--- config.mk ---
export PLATFORM = sky130hd
export DESIGN_NAME = ssd_scan_driver
export DESIGN_NICKNAME = d
export VERILOG_FILES = /design/src/rtl/ssd_pkg.sv /design/src/rtl/bin2bcd_seq.sv /design/src/rtl/ssd_scan_driver.sv
export SDC_FILE = /design/constraint.sdc
export NUM_CORES = 1
export LEC_CHECK = 0
export ABC_AREA = 1
export BUFFER_PORTS_ARGS = -buffer_cell sky130_fd_sc_hd__buf_2
export CAP_MARGIN = 40
export CORE_ASPECT_RATIO = 0.9
export CORE_MARGIN = 2
export CORE_UTILIZATION = 45
export CTS_BUF_LIST = sky130_fd_sc_hd__clkbuf_8
export CTS_CLUSTER_DIAMETER = 200
export DETAILED_ROUTE_END_ITERATION = 10
export GPL_ROUTABILITY_DRIVEN = 0
export HOLD_SLACK_MARGIN = 0.02
export SLEW_MARGIN = 20
export SYNTH_ARGS = -nofsm -noshare
export SYNTH_HDL_FRONTEND = slang
export SYNTH_HIERARCHICAL = 1
export SYNTH_SLANG_ARGS = --single-unit
--- constraint.sdc ---
create_clock -name clk -period 1.8 [get_ports clk]
set_input_delay 0.09 -clock clk [delete_from_list [all_inputs] [get_ports clk]]
set_output_delay 0.09 -clock clk [all_outputs]
set_load 0.005 [all_outputs]
--- src/rtl/ssd_pkg.sv ---
// Shared definitions for the seven-segment scan driver.
//  - SEG_BLANK / SEG_DASH: active-low {a,b,c,d,e,f,g} patterns
//  - conv_state_t: state of the sequential binary-to-BCD converter
//  - bcd_digits_for(): decimal digits needed for a binary width, ceil(w*log10(2))
//  - seg_encode(): BCD nibble to active-low segment pattern (non-decimal -> blank)
package ssd_pkg;

  localparam logic [6:0] SEG_BLANK = 7'h7F;
  localparam logic [6:0] SEG_DASH  = 7'b1111110;

  typedef enum logic [1:0] {
    IDLE  = 2'd0,
    SHIFT = 2'd1,
    DONE  = 2'd2
  } conv_state_t;

  // log10(2) ~= 0.30103, rounded up with integer arithmetic.
  function automatic int bcd_digits_for(input int w);
    return (w * 30103 + 99999) / 100000;
  endfunction

  function automatic logic [6:0] seg_encode(input logic [3:0] bcd);
    case (bcd)
      4'd0:    return 7'b0000001;
      4'd1:    return 7'b1001111;
      4'd2:    return 7'b0010010;
      4'd3:    return 7'b0000110;
      4'd4:    return 7'b1001100;
      4'd5:    return 7'b0100100;
      4'd6:    return 7'b0100000;
      4'd7:    return 7'b0001111;
      4'd8:    return 7'b0000000;
      4'd9:    return 7'b0000100;
      default: return SEG_BLANK;
    endcase
  endfunction

endpackage

--- src/rtl/bin2bcd_seq.sv ---
// Sequential binary-to-BCD converter (shift-add-3), one bit per clock.
// Handshake: a value transfers on a rising clk edge where in_valid is high and
// state is IDLE (the parent derives in_ready from state == IDLE). in_valid is
// ignored in SHIFT and DONE; nothing is queued.
// Ports:
//  clk, rst    clock, asynchronous active-high reset
//  in_valid    new value present
//  in_value    binary value
//  in_signed   treat in_value as two's complement
//  state       converter state (also used as debug visibility)
//  digits      BCD result, digit 0 in the low nibble; valid while done
//  neg         input was negative
//  done        single-cycle strobe in DONE, result ready to commit
module bin2bcd_seq
  import ssd_pkg::*;
#(
  parameter int BIN_WIDTH  = 13,
  parameter int BCD_DIGITS = 4
) (
  input  logic                    clk,
  input  logic                    rst,
  input  logic                    in_valid,
  input  logic [BIN_WIDTH-1:0]    in_value,
  input  logic                    in_signed,
  output conv_state_t             state,
  output logic [BCD_DIGITS*4-1:0] digits,
  output logic                    neg,
  output logic                    done
);

  localparam int             CW       = $clog2(BIN_WIDTH);
  localparam logic [CW-1:0]  LAST_BIT = CW'(BIN_WIDTH - 1);

  conv_state_t             state_next;
  logic [BIN_WIDTH-1:0]    bin_q;
  logic [BIN_WIDTH-1:0]    magnitude;
  logic [BCD_DIGITS*4-1:0] bcd_q;
  logic [BCD_DIGITS*4-1:0] bcd_adj;
  logic [CW-1:0]           bit_cnt;
  logic                    accept;

  assign accept = in_valid && (state == IDLE);
  assign digits = bcd_q;

  // The most negative input negates to 2^(BIN_WIDTH-1), which still fits
  // BIN_WIDTH bits when read as unsigned, so no extra bit is needed.
  assign magnitude = (in_signed && in_value[BIN_WIDTH-1]) ?
                     (~in_value + BIN_WIDTH'(1)) : in_value;

  always_comb begin
    bcd_adj = bcd_q;
    for (int i = 0; i < BCD_DIGITS; i++) begin
      if (bcd_q[i*4 +: 4] >= 4'd5) begin
        bcd_adj[i*4 +: 4] = bcd_q[i*4 +: 4] + 4'd3;
      end
    end
  end

  always_ff @(posedge clk or posedge rst) begin
    if (rst) begin
      state <= IDLE;
    end else begin
      state <= state_next;
    end
  end

  always_comb begin
    state_next = state;
    done       = 1'b0;
    case (state)
      IDLE:    if (in_valid) state_next = SHIFT;
      SHIFT:   if (bit_cnt == LAST_BIT) state_next = DONE;
      DONE: begin
        done       = 1'b1;
        state_next = IDLE;
      end
      default: state_next = IDLE;
    endcase
  end

  always_ff @(posedge clk or posedge rst) begin
    if (rst) begin
      bin_q   <= '0;
      bcd_q   <= '0;
      bit_cnt <= '0;
      neg     <= 1'b0;
    end else if (accept) begin
      bin_q   <= magnitude;
      bcd_q   <= '0;
      bit_cnt <= '0;
      neg     <= in_signed && in_value[BIN_WIDTH-1];
    end else if (state == SHIFT) begin
      // Correct every nibble first, then shift the joined register one bit.
      {bcd_q, bin_q} <= {bcd_adj, bin_q} << 1;
      bit_cnt        <= bit_cnt + CW'(1);
    end
  end

endmodule

--- src/rtl/ssd_scan_driver.sv ---
// Multi-digit seven-segment scan driver.
// Converts a binary value (valid/ready) to decimal, commits it atomically,
// and time-multiplexes the digits with sign, leading-zero blanking, decimal
// points and overflow dashes.
// Ports:
//  clk, rst    clock, asynchronous active-high reset
//  in_valid    in_value/in_signed present
//  in_ready    converter idle; transfer when in_valid && in_ready
//  in_value    value to display
//  in_signed   treat in_value as two's complement
//  blank_lz    blank leading zeros (live)
//  dp_mask     decimal point per digit, bit 0 = rightmost (live)
//  busy        conversion in progress
//  anode       one-hot active-low digit enable
//  segments    active-low {a,b,c,d,e,f,g}
//  dp_n        active-low decimal point of the lit digit
module ssd_scan_driver
  import ssd_pkg::*;
#(
  parameter int NUM_DIGITS  = 4,
  parameter int BIN_WIDTH   = 13,
  parameter int REFRESH_DIV = 100000
) (
  input  logic                  clk,
  input  logic                  rst,
  input  logic                  in_valid,
  output logic                  in_ready,
  input  logic [BIN_WIDTH-1:0]  in_value,
  input  logic                  in_signed,
  input  logic                  blank_lz,
  input  logic [NUM_DIGITS-1:0] dp_mask,
  output logic                  busy,
  output logic [NUM_DIGITS-1:0] anode,
  output logic [6:0]            segments,
  output logic                  dp_n
);

  localparam int BCD_DIGITS = bcd_digits_for(BIN_WIDTH);
  localparam int PAD_DIGITS = (BCD_DIGITS > NUM_DIGITS) ? BCD_DIGITS : NUM_DIGITS;
  localparam int IW         = $clog2(NUM_DIGITS);
  localparam int RW         = $clog2(REFRESH_DIV);
  localparam logic [IW-1:0] LAST_IDX = IW'(NUM_DIGITS - 1);
  localparam logic [RW-1:0] LAST_CNT = RW'(REFRESH_DIV - 1);

  conv_state_t             conv_state;
  logic [BCD_DIGITS*4-1:0] conv_digits;
  logic                    conv_neg;
  logic                    conv_done;
  logic [PAD_DIGITS*4-1:0] pad_digits;
  logic                    nx_ovf;
  logic [NUM_DIGITS*4-1:0] cm_digits;
  logic                    cm_neg;
  logic                    cm_ovf;
  logic [RW-1:0]           refresh_cnt;
  logic [IW-1:0]           idx;
  logic                    zero_run;
  logic [NUM_DIGITS-1:0]   blank_vec;
  logic [NUM_DIGITS-1:0]   anode_next;
  logic [6:0]              seg_next;
  logic                    dp_next;

  bin2bcd_seq #(
    .BIN_WIDTH  (BIN_WIDTH),
    .BCD_DIGITS (BCD_DIGITS)
  ) u_conv (
    .clk       (clk),
    .rst       (rst),
    .in_valid  (in_valid),
    .in_value  (in_value),
    .in_signed (in_signed),
    .state     (conv_state),
    .digits    (conv_digits),
    .neg       (conv_neg),
    .done      (conv_done)
  );

  assign in_ready = (conv_state == IDLE);
  assign busy     = ~in_ready;

  // Zero-extend so the overflow scan also works when the display has more
  // digits than the converter produces.
  assign pad_digits = (PAD_DIGITS*4)'(conv_digits);

  // A nonzero digit beyond the display (or in the sign position) cannot be shown.
  always_comb begin
    nx_ovf = 1'b0;
    for (int i = 0; i < PAD_DIGITS; i++) begin
      if (pad_digits[i*4 +: 4] != 4'd0) begin
        if (i >= NUM_DIGITS) nx_ovf = 1'b1;
        if (conv_neg && (i >= NUM_DIGITS - 1)) nx_ovf = 1'b1;
      end
    end
  end

  // Old digits remain until the converter finishes; all fields update together.
  always_ff @(posedge clk or posedge rst) begin
    if (rst) begin
      cm_digits <= '0;
      cm_neg    <= 1'b0;
      cm_ovf    <= 1'b0;
    end else if (conv_done) begin
      cm_digits <= pad_digits[NUM_DIGITS*4-1:0];
      cm_neg    <= conv_neg;
      cm_ovf    <= nx_ovf;
    end
  end

  always_ff @(posedge clk or posedge rst) begin
    if (rst) begin
      refresh_cnt <= '0;
      idx         <= '0;
    end else if (refresh_cnt == LAST_CNT) begin
      refresh_cnt <= '0;
      idx         <= (idx == LAST_IDX) ? '0 : idx + IW'(1);
    end else begin
      refresh_cnt <= refresh_cnt + RW'(1);
    end
  end

  always_comb begin
    zero_run   = 1'b1;
    blank_vec  = '0;
    anode_next = '1;
    seg_next   = SEG_BLANK;
    dp_next    = 1'b1;
    // blank_vec[i]: this digit and all above it are zero; digit 0 never blanks.
    for (int i = NUM_DIGITS - 1; i >= 0; i--) begin
      zero_run     = zero_run && (cm_digits[i*4 +: 4] == 4'd0);
      blank_vec[i] = (i != 0) && zero_run;
    end
    for (int i = 0; i < NUM_DIGITS; i++) begin
      if (idx == IW'(i)) begin
        anode_next[i] = 1'b0;
        dp_next       = ~dp_mask[i];
        if (cm_ovf || (cm_neg && (i == NUM_DIGITS - 1))) begin
          seg_next = SEG_DASH;
        end else if (blank_lz && blank_vec[i]) begin
          seg_next = SEG_BLANK;
        end else begin
          seg_next = seg_encode(cm_digits[i*4 +: 4]);
        end
      end
    end
  end

  // Registered together so anode, segments and dp_n never disagree.
  always_ff @(posedge clk or posedge rst) begin
    if (rst) begin
      anode    <= '1;
      segments <= SEG_BLANK;
      dp_n     <= 1'b1;
    end else begin
      anode    <= anode_next;
      segments <= seg_next;
      dp_n     <= dp_next;
    end
  end

endmodule

# Yosys cells after proc, flatten, opt, wreduce, memory -nomap -nowiden

Memory sizes are Yosys's and may differ from the RTL's.
Index checks and enable logic that the tools add are counted.

Word-level logic and storage cells: 98
Memories: 4
Register bits after elaboration: 85
Output and inout port bits: 14
ROM bits: 448
Bits of input ports: 22

Memory list:

| name            | depth | bits a word | rd ports | clocked after memory_dff | write ports | line          | RTL |
|---|---|---|---|---|---|---|---|
| (no name shown) | 16    | 7           | 1        | 0                        | 0           | ssd_pkg.sv:23 | `case (bcd)` |
| (no name shown) | 16    | 7           | 1        | 0                        | 0           | ssd_pkg.sv:23 |  |
| (no name shown) | 16    | 7           | 1        | 0                        | 0           | ssd_pkg.sv:23 |  |
| (no name shown) | 16    | 7           | 1        | 0                        | 0           | ssd_pkg.sv:23 |  |

Order comparisons: 4
Reduce and logical (&&, ||, !) cells: 16
$add $sub $neg: 8
Equality and inequality tests: 9
Bitwise logic cells: 6
Mux-type cells: 38

Operators with widths:

| operator                                                              | number |
|---|---|
| 7-bit 2-to-1 mux                                                      | 11 |
| 13-bit 2-to-1 mux                                                     | 3 |
| 16-bit 2-to-1 mux                                                     | 2 |
| 4-bit 2-to-1 mux                                                      | 5 |
| 17-bit by 1-bit adder with 17-bit output, second input constant       | 1 |
| 17-bit equality test, second input constant                           | 1 |
| 17-bit 2-to-1 mux                                                     | 1 |
| 4-bit by 3-bit >= comparator with 1-bit output, second input constant | 4 |
| 13-bit by 1-bit adder with 13-bit output, second input constant       | 1 |
| 13-bit NOT                                                            | 1 |
| 4-bit by 2-bit adder with 4-bit output, second input constant         | 3 |
| 4-bit zero test                                                       | 3 |
| 1-bit 2-to-1 mux                                                      | 11 |
| 1-bit logical AND                                                     | 7 |
| 2-bit equality test, second input constant                            | 3 |
| 2-bit 2-to-1 mux                                                      | 3 |
| 1-bit NOT                                                             | 5 |
| 4-bit by 1-bit adder with 4-bit output, second input constant         | 1 |
| 2-bit by 1-bit equality test with 1-bit output, second input constant | 2 |
| 4-bit equality test, second input constant                            | 1 |
| 2-bit zero test                                                       | 2 |
| 2-bit one-hot mux with 2 select lines                                 | 1 |
| 4-bit nonzero test                                                    | 1 |
| 3-bit by 2-bit adder with 3-bit output, second input constant         | 1 |
| 7 further kinds                                                       | 7 |

# Depth between registers and ports, before layout

Gate-level depths: netlist (run 1).

Depth in word-level cells: 9
Depth in mapped cells: 12

# Modules after synthesis

Netlist (run 1), hierarchy kept.

Modules (own cells, without submodules):

| module          | instances | cells an instance | area each (µm²) |
|---|---|---|---|
| ssd_scan_driver | 1         | 399               | 3083.0 |
| bin2bcd_seq     | 1         | 273               | 2109.5 |

# Worst setup path after synthesis (run 1)

OpenSTA, ideal clock, no wires.

Path type: reg-to-reg
Start point: register cm_digits[13]
End point: register segments[6]
Stages on the path, launching flop included: 10
Slack: 363 ps
Arrival time: 1376 ps
Clock period less this slack: 1437 ps
Data required time: 1739 ps
Cell sequence: dfrtp_1 inv_1 ha_1 nand2_1 nor2_2 nand2_1 and3_1 o21ai_0 nand3_1 nand2_1

Cells in the longest elaborated chain, start to end: 9

Ends and longest elaborated chain:

| element                        | line                   | RTL |
|---|---|---|
| from (decl)                    | ssd_scan_driver.sv:51  | `logic [NUM_DIGITS*4-1:0] cm_digits;` |
| from (signal assigned)         | ssd_scan_driver.sv:102 | `cm_digits <= pad_digits[NUM_DIGITS*4-1:0];` |
| 4-bit zero test                | ssd_scan_driver.sv:128 | `zero_run = zero_run && (cm_digits[i*4 +: 4] == 4'd0);` |
| 1-bit logical AND (2 in a row) | ssd_scan_driver.sv:128 |  |
| 1-bit logical AND              | ssd_scan_driver.sv:137 | `end else if (blank_lz && blank_vec[i]) begin` |
| 7-bit 2-to-1 mux               | ssd_scan_driver.sv:137 |  |
| 7-bit 2-to-1 mux               | ssd_scan_driver.sv:135 | `if (cm_ovf \|\| (cm_neg && (i == NUM_DIGITS - 1))) begin` |
| 7-bit 2-to-1 mux (2 in a row)  | ssd_scan_driver.sv:132 | `if (idx == IW'(i)) begin` |
| 7-bit 2-to-1 mux (*)           | ssd_scan_driver.sv:132 |  |
| named net seg_next[6]          | ssd_scan_driver.sv:59  | `logic [6:0] seg_next;` |
| to (signal assigned)           | ssd_scan_driver.sv:154 | `segments <= seg_next;` |
| to (decl)                      | ssd_scan_driver.sv:34  | `output logic [6:0] segments,` |

The timed path passes the listed nets; every way through them passes the cells marked *.
A chain may end at the register's enable or synchronous reset.

# Worst setup path in the final report (run 1)

Start point: register refresh_cnt[0]
End point: register refresh_cnt[15]

Cells in the longest elaborated chain, start to end: 2

Ends and longest elaborated chain:

| element                                                                                 | line                                           | RTL |
|---|---|---|
| from (decl)                                                                             | ssd_scan_driver.sv:54                          | `logic [RW-1:0] refresh_cnt;` |
| from (signal assigned)                                                                  | ssd_scan_driver.sv:116                         | `refresh_cnt <= refresh_cnt + RW'(1);` |
| 17-bit by 1-bit adder with 17-bit output / 17-bit equality test (equally long branches) | ssd_scan_driver.sv:116, ssd_scan_driver.sv:112 |  |
| 17-bit 2-to-1 mux (*)                                                                   | ssd_scan_driver.sv:112                         | `end else if (refresh_cnt == LAST_CNT) begin` |

Every way passes the cells marked *; elsewhere a longest branch is shown, timed or not.

==> flow_summary.json, run 1 <==
{
  "critPathRequiredTime_ns": 2.03,
  "yosysMostFrequentCell": "nand2_1",
  "synth_top_family_by_area": "simple AND/OR/NAND/NOR gates",
  "fin_skew_ns": 0.0123,
  "synth_cells": 672,
  "cts_root_buf": "clkbuf_8",
  "rows": 37,
  "ys_seq_elements": 85,
  "ir_worst_vdd_mv": 0.827,
  "gr-total-overflow": 0,
  "critPathCaptureType": "flip-flop",
  "p_leak_nw": 2.92,
  "cts_tree": "built",
  "period_needed_ns": 1.63,
  "rsz0062_at_grt": "false",
  "wl_per_cell_um": 12.5,
  "antenna_cells": 0,
  "grtUsageTotal": 0.191,
  "clk_latency_ns": 0.37,
  "synth_fa_ha_area_frac": 0.0867,
  "synth_cell_types": 44,
  "drc": 0,
  "antenna_found_initial": 0,
  "rrSetupSlack_ns": 0.17,
  "power_mw": 7.84,
  "avgViaCountPerCell": 5.03,
  "clk_pin_slew_ns": 0.09,
  "slew_viol_final": 0,
  "synth_top_area_frac": 0.352,
  "finalCritPeriodShare": 0.904,
  "synth_xor_area_frac": 0.0202,
  "initial_core_util": 0.458,
  "fin_util": 0.511,
  "drtPass1Iterations": 5,
  "die_y_um": 106,
  "die_area_sq_um": 12400,
  "hpwl_um": 8210,
  "pin_count": 36,
  "status": "finished clean",
  "worst_pin_slew_ns": 0.487,
  "cap_violations": 0,
  "criticalPathCategory": "flip-flop to flip-flop",
  "synthToLayoutAreaGrowth_pct": 11.6,
  "die_x_um": 117,
  "grt_pass1_vias": 4038,
  "synth_nets": 730,
  "synth-edff-count": 0,
  "layout-drive-gt1-share": 0.145,
  "setup_viol": 0,
  "yosys.area_share.simple": 0.260,
  "clock_path_buffers": 2,
  "fin_setup_tns_ns": 0,
  "totalWireLength_um": 11000,
  "powerDensity_nw_per_um2": 1350,
  "dpl_worst_slack_ns": 0.115,
  "netlist_top_cells_count": "nand2_1, inv_1, o21ai_0",
  "fin_hold_ws_ns": 0.0526,
  "cts.htree.levels": 3,
  "numCtsBuffers": 9,
  "synth_flop_cell": "dfrtp_1",
  "seq_area_frac_synth": 0.413,
  "ant_nets": 0,
  "hold_class": "input pin to flip-flop",
  "yosysTopAreaCell": "dfrtp_1",
  "arrival_ns": 1.86,
  "design.core.area_sq_um": 11300,
  "ys_warn_count": 6,
  "drt-initial-drc-count": 271,
  "grt_pass1_wl_um": 18800,
  "yosys-top-cells-area": "dfrtp_1, nand2_1, ha_1",
  "synth_compound_area_frac": 0.140,
  "max_slew_margin": 0.675,
  "fin_nets": 776,
  "path_max_fanout": 5,
  "async_flop_share": 1.00,
  "numPortBuffers": 35,
  "vias": 4422,
  "hold_viol": 0,
  "grt_max_degree": 37,
  "synth.avg_cell_area_sq_um": 7.73,
  "synthesis.area_sq_um": 5190,
  "setup_slack_ns": 0.172,
  "synthMuxAreaShare": 0,
  "worst_setup_path_start_kind": "flip-flop",
  "maxClockFrequency_mhz": 614,
  "cts_sinks": 85
}
==> cell usage in the layout (no fill, tap or decap), types with 2 or more instances in the layout <==
cell type      count
nand2_1          150
inv_1             83
o21ai_0           82
dfrtp_1           73
nor2_1            60
nand3_1           44
ha_1              36
buf_2             35
a21oi_1           26
dfstp_2           12
clkbuf_8          10
inv_2              9
nand4_1            9
xor2_1             9
buf_4              8
o22ai_1            6
nor3_1             6
nor2_2             5
or2_2              5
o21ai_1            5
dlygate4sd3_1      5
a22oi_1            5
nand2_2            4
o32ai_1            4
o211ai_1           3
xnor2_1            3
clkinv_2           3
nor2_4             2
a31oi_1            2
nand3_2            2
nand2_4            2
clkinv_1           2
==> worst paths after layout <==
path,from,endpoint,cells past startpoint
max in group asynchronous,rst,refresh_cnt[12],4
worst min register to register,u_conv/bin_q[9],u_conv/bin_q[9],2
worst min-delay path,in_value[6],u_conv/bin_q[6],3
worst max register to register,refresh_cnt[0],refresh_cnt[15],6
min in group asynchronous,rst,cm_digits[11],3
worst max-delay path,refresh_cnt[0],refresh_cnt[15],6
==> critical path, stage by stage, from the launching register on <==
cell and delay, ns:
dfrtp_1 0.40, ha_1 0.20, nand2_1 0.11, nor2_1 0.17, nand4_1 0.15, nor4_4 0.36, nor3_1 0.11
==> timing repair <==
action	CTS	global route
endpoints found under the hold margin	46	0
setup endpoints to repair	0	7
resized for setup	0	5
setup buffers	0	0
hold buffers	5	0
==> through the flow <==
stage          std cells  cell area, sq um
6_report             879              5800
5_1_grt              879              5800
4_1_cts              879              5790
3_5_place_dp         858              5570
3_3_place_gp         858              5570
2_1_floorplan        672              5190
==> sequential cells by signal, summed over array words and instances (netlist names) <==
signal and count:
anode 4, cm_digits 16, cm_neg 1, cm_ovf 1
dp_n 1, idx 2, refresh_cnt 17, segments 7
u_conv/bin_q 13, u_conv/bit_cnt 4, u_conv/digits 16, u_conv/neg 1
u_conv/state 2
==> layout make-up <==
type / instances / area (sq um)
tap: 156 / 195
timing repair buffer: 49 / 305
inverter: 92 / 348
multi-input combinational: 481 / 2640
fill: 1132 / 5550
clock buffer: 10 / 138
sequential: 85 / 2140
clock inverter: 6 / 26.3
==> routing by layer <==
layer	part of all wire	global-route usage
met5	0	0
met4	0.014	0.0538
met3	0.033	0.0519
met2	0.45	0.289
met1	0.50	0.270
==> power breakdown <==
part           leakage (nW)  switching [mW]  internal (mW)
clock                0.0996           0.653          0.517
combinational          1.78            2.15           1.35
sequential             1.04           0.553           2.62
==> kinds of logic after synthesis <==
family	count (synthesis)
DFF	85
adders and majority gates	36
buffers and inverters	106
AOI/OAI and AO/OA	135
and+or+nand+nor	298
xor gates and xnor gates	12
Power figures use the tool's default switching activity.
==> inputs of run 2 (changes only) <==
--- a/config.mk
+++ b/config.mk
@@ -15,6 +15,7 @@
 export CTS_CLUSTER_DIAMETER = 200
 export DETAILED_ROUTE_END_ITERATION = 10
 export GPL_ROUTABILITY_DRIVEN = 0
+export GPL_TIMING_DRIVEN = 0
 export HOLD_SLACK_MARGIN = 0.02
 export SLEW_MARGIN = 20
 export SYNTH_ARGS = -nofsm -noshare
==> run 2 against run 1 <==
Net effect:
- die area unchanged
- critical path type unchanged
- utilization increased by 0.93 points
- fmax barely moved
- largest cell class unchanged
- count of clock-buffer cells in the layout decreased by 1
==> flow_summary.json, run 2 (synthesis gave the netlist of run 1 again) <==
{
  "status": "finished clean",
  "numCtsBuffers": 9,
  "cp_num_buf_inv": 1,
  "grt_pass1_vias": 4166,
  "power_switching_mw": 3.45,
  "cts_root_buf": "clkbuf_8",
  "swShare": 0.434,
  "gr-total-overflow": 0,
  "hold_class": "input pin to flip-flop",
  "antenna_cells": 0,
  "grtUsageTotal": 0.196,
  "drtPass1Iterations": 5,
  "pin_count": 36,
  "numPortBuffers": 35,
  "r2r_cells": 7,
  "finalCritPeriodShare": 0.904,
  "clk_latency_ns": 0.37,
  "cap_violations": 0,
  "setup_slack_ns": 0.172,
  "hp-start": "in_value[0]",
  "design.core.area_sq_um": 11300,
  "fin_nets": 789,
  "top_register": "refresh_cnt",
  "ant_nets": 0,
  "grt_max_degree": 37,
  "power_frac_seq": 0.397,
  "worst_pin_slew_ns": 0.458,
  "rsz0062_at_grt": "false",
  "layout-drive-gt1-share": 0.162,
  "path_cells": "ha_1, nand2_1, nor2_2, nand4_1, nor4_4, buf_4, nor3_1",
  "max_slew_margin": 0.694,
  "arrival_ns": 1.88,
  "holdPathStages": 3,
  "die_area_sq_um": 12400,
  "grt_pass1_wl_um": 19300,
  "p_clk_frac": 0.150,
  "critPathRequiredTime_ns": 2.05,
  "path_max_fanout": 5,
  "hold_path_end": "u_conv/bin_q[0]",
  "rows": 37,
  "totalWireLength_um": 11100,
  "worst_setup_path_start_kind": "flip-flop",
  "fin_skew_ns": 0.00805,
  "final_cells": 892,
  "p_comb_frac": 0.454,
  "clock_path_buffers": 2,
  "initial_core_util": 0.458,
  "layout_common_cells": "nand2_1, o21ai_0, inv_1, dfrtp_1, nor2_1",
  "critPathCaptureType": "flip-flop",
  "rrSetupSlack_ns": 0.17,
  "largest_register_ffs": 17,
  "regToRegEndpoint": "refresh_cnt[7]",
  "antenna_found_initial": 0,
  "die_y_um": 106,
  "hpwl_um": 8390,
  "p_int_mw": 4.50,
  "synthToLayoutAreaGrowth_pct": 13.6,
  "period_needed_ns": 1.63,
  "fin_hold_ws_ns": 0.0463,
  "maxClockFrequency_mhz": 614,
  "setup_viol": 0,
  "layout_commonest_cell": "nand2_1",
  "cts_sinks": 85,
  "slowest_stage": "dfrtp_1",
  "die_x_um": 117,
  "powerDensity_nw_per_um2": 1350,
  "avgViaCountPerCell": 5.00,
  "dp.cells": 864,
  "dpl_worst_slack_ns": 0.0529,
  "wl_per_cell_um": 12.5,
  "criticalPathCategory": "flip-flop to flip-flop",
  "critPathMaxStageDelay_ns": 0.39,
  "cts_tree": "built",
  "critPathTopFamily": "simple AND/OR/NAND/NOR gates",
  "fill_cells": 1109,
  "fin_util": 0.520,
  "r2r-start": "refresh_cnt[0]",
  "drc": 0,
  "drt-initial-drc-count": 292,
  "p_leak_nw": 2.95,
  "cts.htree.levels": 3,
  "vias": 4458,
  "slew_viol_final": 0,
  "hold_viol": 0,
  "clk_pin_slew_ns": 0.09,
  "ir_worst_vdd_mv": 0.781
}
[run 2: power by group through the flow]
stage / logic [mW] / clock network (mW) / registers, mW
after floorplan: 2.70 / 0 / 3.05
after global routing: 4.23 / 1.33 / 3.27
final: 3.61 / 1.19 / 3.15
after CTS: 3.56 / 1.24 / 3.15
after global placement: 3.44 / 0 / 3.16
after detailed placement: 3.52 / 0 / 3.18
[run 2: layer usage]
metal | global-route usage | wire length, um | vias to the layer above
met5 | 0 | 0 | -
met1 | 0.272 | 5590 | 2065
li1 | - | - | 2305
met2 | 0.299 | 4980 | 70
met3 | 0.0559 | 403 | 18
met4 | 0.0538 | 172 | 0
[run 2: worst max-delay path by stage]
stage	startpoint	to	cells after the start
global route	idx[0]	segments[6]	8
global placement	rst	refresh_cnt[7]	2
detailed placement	cm_digits[13]	segments[6]	10
CTS	cm_digits[13]	segments[6]	10
finish	refresh_cnt[0]	refresh_cnt[7]	7
floorplan	cm_digits[13]	segments[6]	9
[run 2: final cells by class]
class | instances | area (sq um) | area share
plain buffers | 14 | 75.1 | 0.0127
clock buffers | 9 | 124 | 0.0210
clock inverters | 7 | 43.8 | 0.00742
inverters | 92 | 352 | 0.0596
multi-input cells | 481 | 2650 | 0.448
flip-flops and latches | 85 | 2140 | 0.363
well taps | 156 | 195 | 0.0331
repair buffers | 48 | 323 | 0.0547
[run 2: through the flow]
step / total power [mW] / setup TNS (ns) / instance area (sq um)
3_5_place_dp: 6.70 / 0 / 5580
3_3_place_gp: 6.60 / -5.22 / 5560
6_report: 7.95 / 0 / 5900
2_1_floorplan: 5.75 / 0 / 5190
5_1_grt: 8.83 / 0 / 5900
4_1_cts: 7.94 / 0 / 5800
[run 2: worst reg2reg max path: cells and delay by family, from the launching register on]
family / cells / cell delay (ns)
flops: 1 / 0.39
simple gates: 5 / 0.73
fa+ha+maj: 1 / 0.20
buf+inv: 1 / 0.20
[run 2: what timing repair did]
action / 4_1_cts / 5_1_grt
gates resized for setup: 0 / 13
endpoints found under the setup margin: 0 / 21
hold buffers: 5 / 0
hold endpoints to repair: 46 / 0
buffers inserted: 0 / 6
==> inputs of run 3 (changes only) <==
--- a/config.mk
+++ b/config.mk
@@ -6,6 +6,7 @@
 export NUM_CORES = 1
 export LEC_CHECK = 0
 export ABC_AREA = 1
+export ABC_CLOCK_PERIOD_IN_PS = 1800
 export BUFFER_PORTS_ARGS = -buffer_cell sky130_fd_sc_hd__buf_2
 export CAP_MARGIN = 40
 export CORE_ASPECT_RATIO = 0.9
@@ -20,5 +21,4 @@
 export SLEW_MARGIN = 20
 export SYNTH_ARGS = -nofsm -noshare
 export SYNTH_HDL_FRONTEND = slang
-export SYNTH_HIERARCHICAL = 1
 export SYNTH_SLANG_ARGS = --single-unit
==> constraint.sdc (replaced) <==
create_clock -name clk -period 1.8 [get_ports clk]
set_input_delay 0.27 -clock clk [delete_from_list [all_inputs] [get_ports clk]]
set_output_delay 0.27 -clock clk [all_outputs]
set_load 0.005 [all_outputs]
==> run 3 against run 2 <==
Net effect:
- sequential power decreased by 5%
- total power decreased by 0.85%
- global-route usage decreased by 0.79 points
- critical endpoint is now segments[6]
- fmax grew 0.99%
==> flow_summary.json, run 3 <==
{
  "grt_pass1_vias": 4286,
  "die_x_um": 120,
  "hold_class": "input pin to flip-flop",
  "grt_max_degree": 35,
  "gr-total-overflow": 0,
  "period_needed_ns": 1.61,
  "synth_cell_types": 43,
  "synthToLayoutAreaGrowth_pct": 11.3,
  "layout_common_cells": "nand2_1, inv_1, dfrtp_1, o21ai_0, nand3_1",
  "synth_xor_area_frac": 0.0227,
  "die_area_sq_um": 12900,
  "path_cells": "inv_1, ha_1, nand2_1, nor2_4, nand3_2, nand2_1, o21ai_0, nand2_1, nand3_1, nand2_1",
  "synth_compound_area_frac": 0.150,
  "clk_pin_slew_ns": 0.08,
  "synth_top_family_by_area": "simple AND/OR/NAND/NOR gates",
  "synthesis.area_sq_um": 5410,
  "netlist_top_cells_count": "nand2_1, inv_1, dfrtp_1",
  "synth_flop_cell": "dfrtp_1",
  "die_y_um": 108,
  "numPortBuffers": 35,
  "final-seq-area_sq_um": 2140,
  "path_max_fanout": 6,
  "async_flop_share": 1.00,
  "maxClockFrequency_mhz": 620,
  "antenna_found_initial": 0,
  "stdcell_area_sq_um": 6020,
  "p_leak_nw": 3.09,
  "cts_setup_buffers": 0,
  "ys_seq_elements": 85,
  "cp_num_buf_inv": 1,
  "hpwl_um": 8800,
  "synth_cells": 690,
  "fin_nets": 797,
  "fin_setup_tns_ns": 0,
  "worst_setup_path_start_kind": "flip-flop",
  "clk_latency_ns": 0.37,
  "cts.htree.levels": 3,
  "postPlaceCellArea_sq_um": 5820,
  "yosysTopAreaCell": "dfrtp_1",
  "ys_warn_count": 0,
  "critPathTopFamily": "simple AND/OR/NAND/NOR gates",
  "r2r_cells": 10,
  "clock_path_buffers": 2,
  "synth_top_area_frac": 0.338,
  "drtPass1Iterations": 5,
  "critPathCaptureType": "flip-flop",
  "powerDensity_nw_per_um2": 1310,
  "setup_slack_ns": 0.188,
  "hold_path_end": "dp_n",
  "pin_count": 36,
  "ir_worst_vdd_mv": 0.699,
  "avgViaCountPerCell": 5.13,
  "largest_register_ffs": 17,
  "rows": 37,
  "power_mw": 7.88,
  "vias": 4620,
  "synth.avg_cell_area_sq_um": 7.84,
  "cts_tree": "built",
  "critPathRequiredTime_ns": 2.12,
  "layout-drive-gt1-share": 0.191,
  "ant_nets": 0,
  "yosys.area_share.simple": 0.258,
  "synth-edff-count": 0,
  "drt-initial-drc-count": 282,
  "fill_cells": 1126,
  "grt_pass1_wl_um": 19500,
  "synth_nets": 748,
  "synth_fa_ha_area_frac": 0.0833,
  "critPathMostFrequentCell": "nand2_1",
  "drc": 0,
  "hp-start": "dp_mask[3]",
  "critPathMaxStageDelay_ns": 0.45,
  "cts_sinks": 85,
  "yosys-top-cells-area": "dfrtp_1, nand2_1, ha_1",
  "r2r-start": "cm_digits[13]",
  "totalWireLength_um": 11500,
  "criticalPathCategory": "flip-flop to flip-flop",
  "finalCritPeriodShare": 0.895,
  "synthMuxAreaShare": 0,
  "fin_skew_ns": 0.00886,
  "rsz0062_at_grt": "false",
  "multi_input_area_sq_um": 2790,
  "slowest_stage": "dfrtp_1",
  "antenna_cells": 0,
  "final_cells": 900,
  "cap_violations": 0,
  "wl_per_cell_um": 12.8,
  "numCtsBuffers": 9,
  "arrival_ns": 1.93,
  "design.core.area_sq_um": 11600,
  "initial_core_util": 0.467,
  "dpl_worst_slack_ns": 0.118,
  "yosysMostFrequentCell": "nand2_1",
  "grtUsageTotal": 0.188,
  "setup_viol": 0,
  "top_register": "refresh_cnt",
  "rrSetupSlack_ns": 0.19,
  "layout_commonest_cell": "nand2_1",
  "holdPathStages": 2,
  "cp.depth": 10,
  "slew_viol_final": 0,
  "regToRegEndpoint": "segments[6]",
  "max_slew_margin": 0.644,
  "worst_pin_slew_ns": 0.533,
  "hold_viol": 0,
  "status": "finished clean",
  "dp.cells": 883,
  "seq_area_frac_synth": 0.396,
  "cts_root_buf": "clkbuf_8"
}
run 3: cell families (layout without fill, tap and decap cells):
family / count (synthesis) / in the layout
flops: 85 / 85
xor+xnor: 14 / 14
fa+ha+maj: 36 / 36
compound gates: 131 / 131
buf+inv: 118 / 172
simple gates: 306 / 306
run 3: power by group:
part / internal (mW) / switching, mW / leakage (nW)
clock: 0.555 / 0.665 / 0.104
combinational: 1.43 / 2.25 / 1.94
sequential: 2.53 / 0.448 / 1.04
total: 4.52 / 3.36 / 3.09
run 3: worst max path at each step:
stage	end	startpoint	slack [ns]
final	segments[6]	cm_digits[13]	0.19
after global routing	segments[6]	cm_digits[12]	0.03
after CTS	segments[4]	idx[0]	0.09
after detailed placement	segments[4]	idx[0]	0.12
after global placement	cm_digits[12]	rst	-0.05
after floorplan	u_conv.digits[6]	u_conv.digits[4]	0.39
run 3: layout make-up:
type / instances / area share
multi-input cells: 487 / 0.464
flip-flops and latches: 85 / 0.356
inverters: 104 / 0.0670
repair buffers: 38 / 0.0374
well taps: 156 / 0.0324
clock buffers: 11 / 0.0252
plain buffers: 14 / 0.0148
clock inverters: 5 / 0.00333
run 3: routing by layer:
metal | track usage | vias to the layer above | part of all wire
met3 | 0.0469 | 18 | 0.043
li1 | - | 2327 | -
met2 | 0.304 | 89 | 0.46
met5 | 0 | - | 0
met1 | 0.249 | 2186 | 0.48
met4 | 0.0613 | 0 | 0.015
run 3: metrics by stage:
step	utilization	hold WS [ns]
after CTS	0.519	0.0229
after global routing	0.520	0.0490
after global placement	0.499	0.421
after floorplan	-	0.333
after detailed placement	0.503	0.349
final	0.520	0.0401
run 3: timing repair:
action | 4_1_cts | 5_1_grt
hold buffers | 1 | 0
setup endpoints to repair | 0 | 4
gates resized for setup | 0 | 3
hold endpoints to repair | 11 | 0
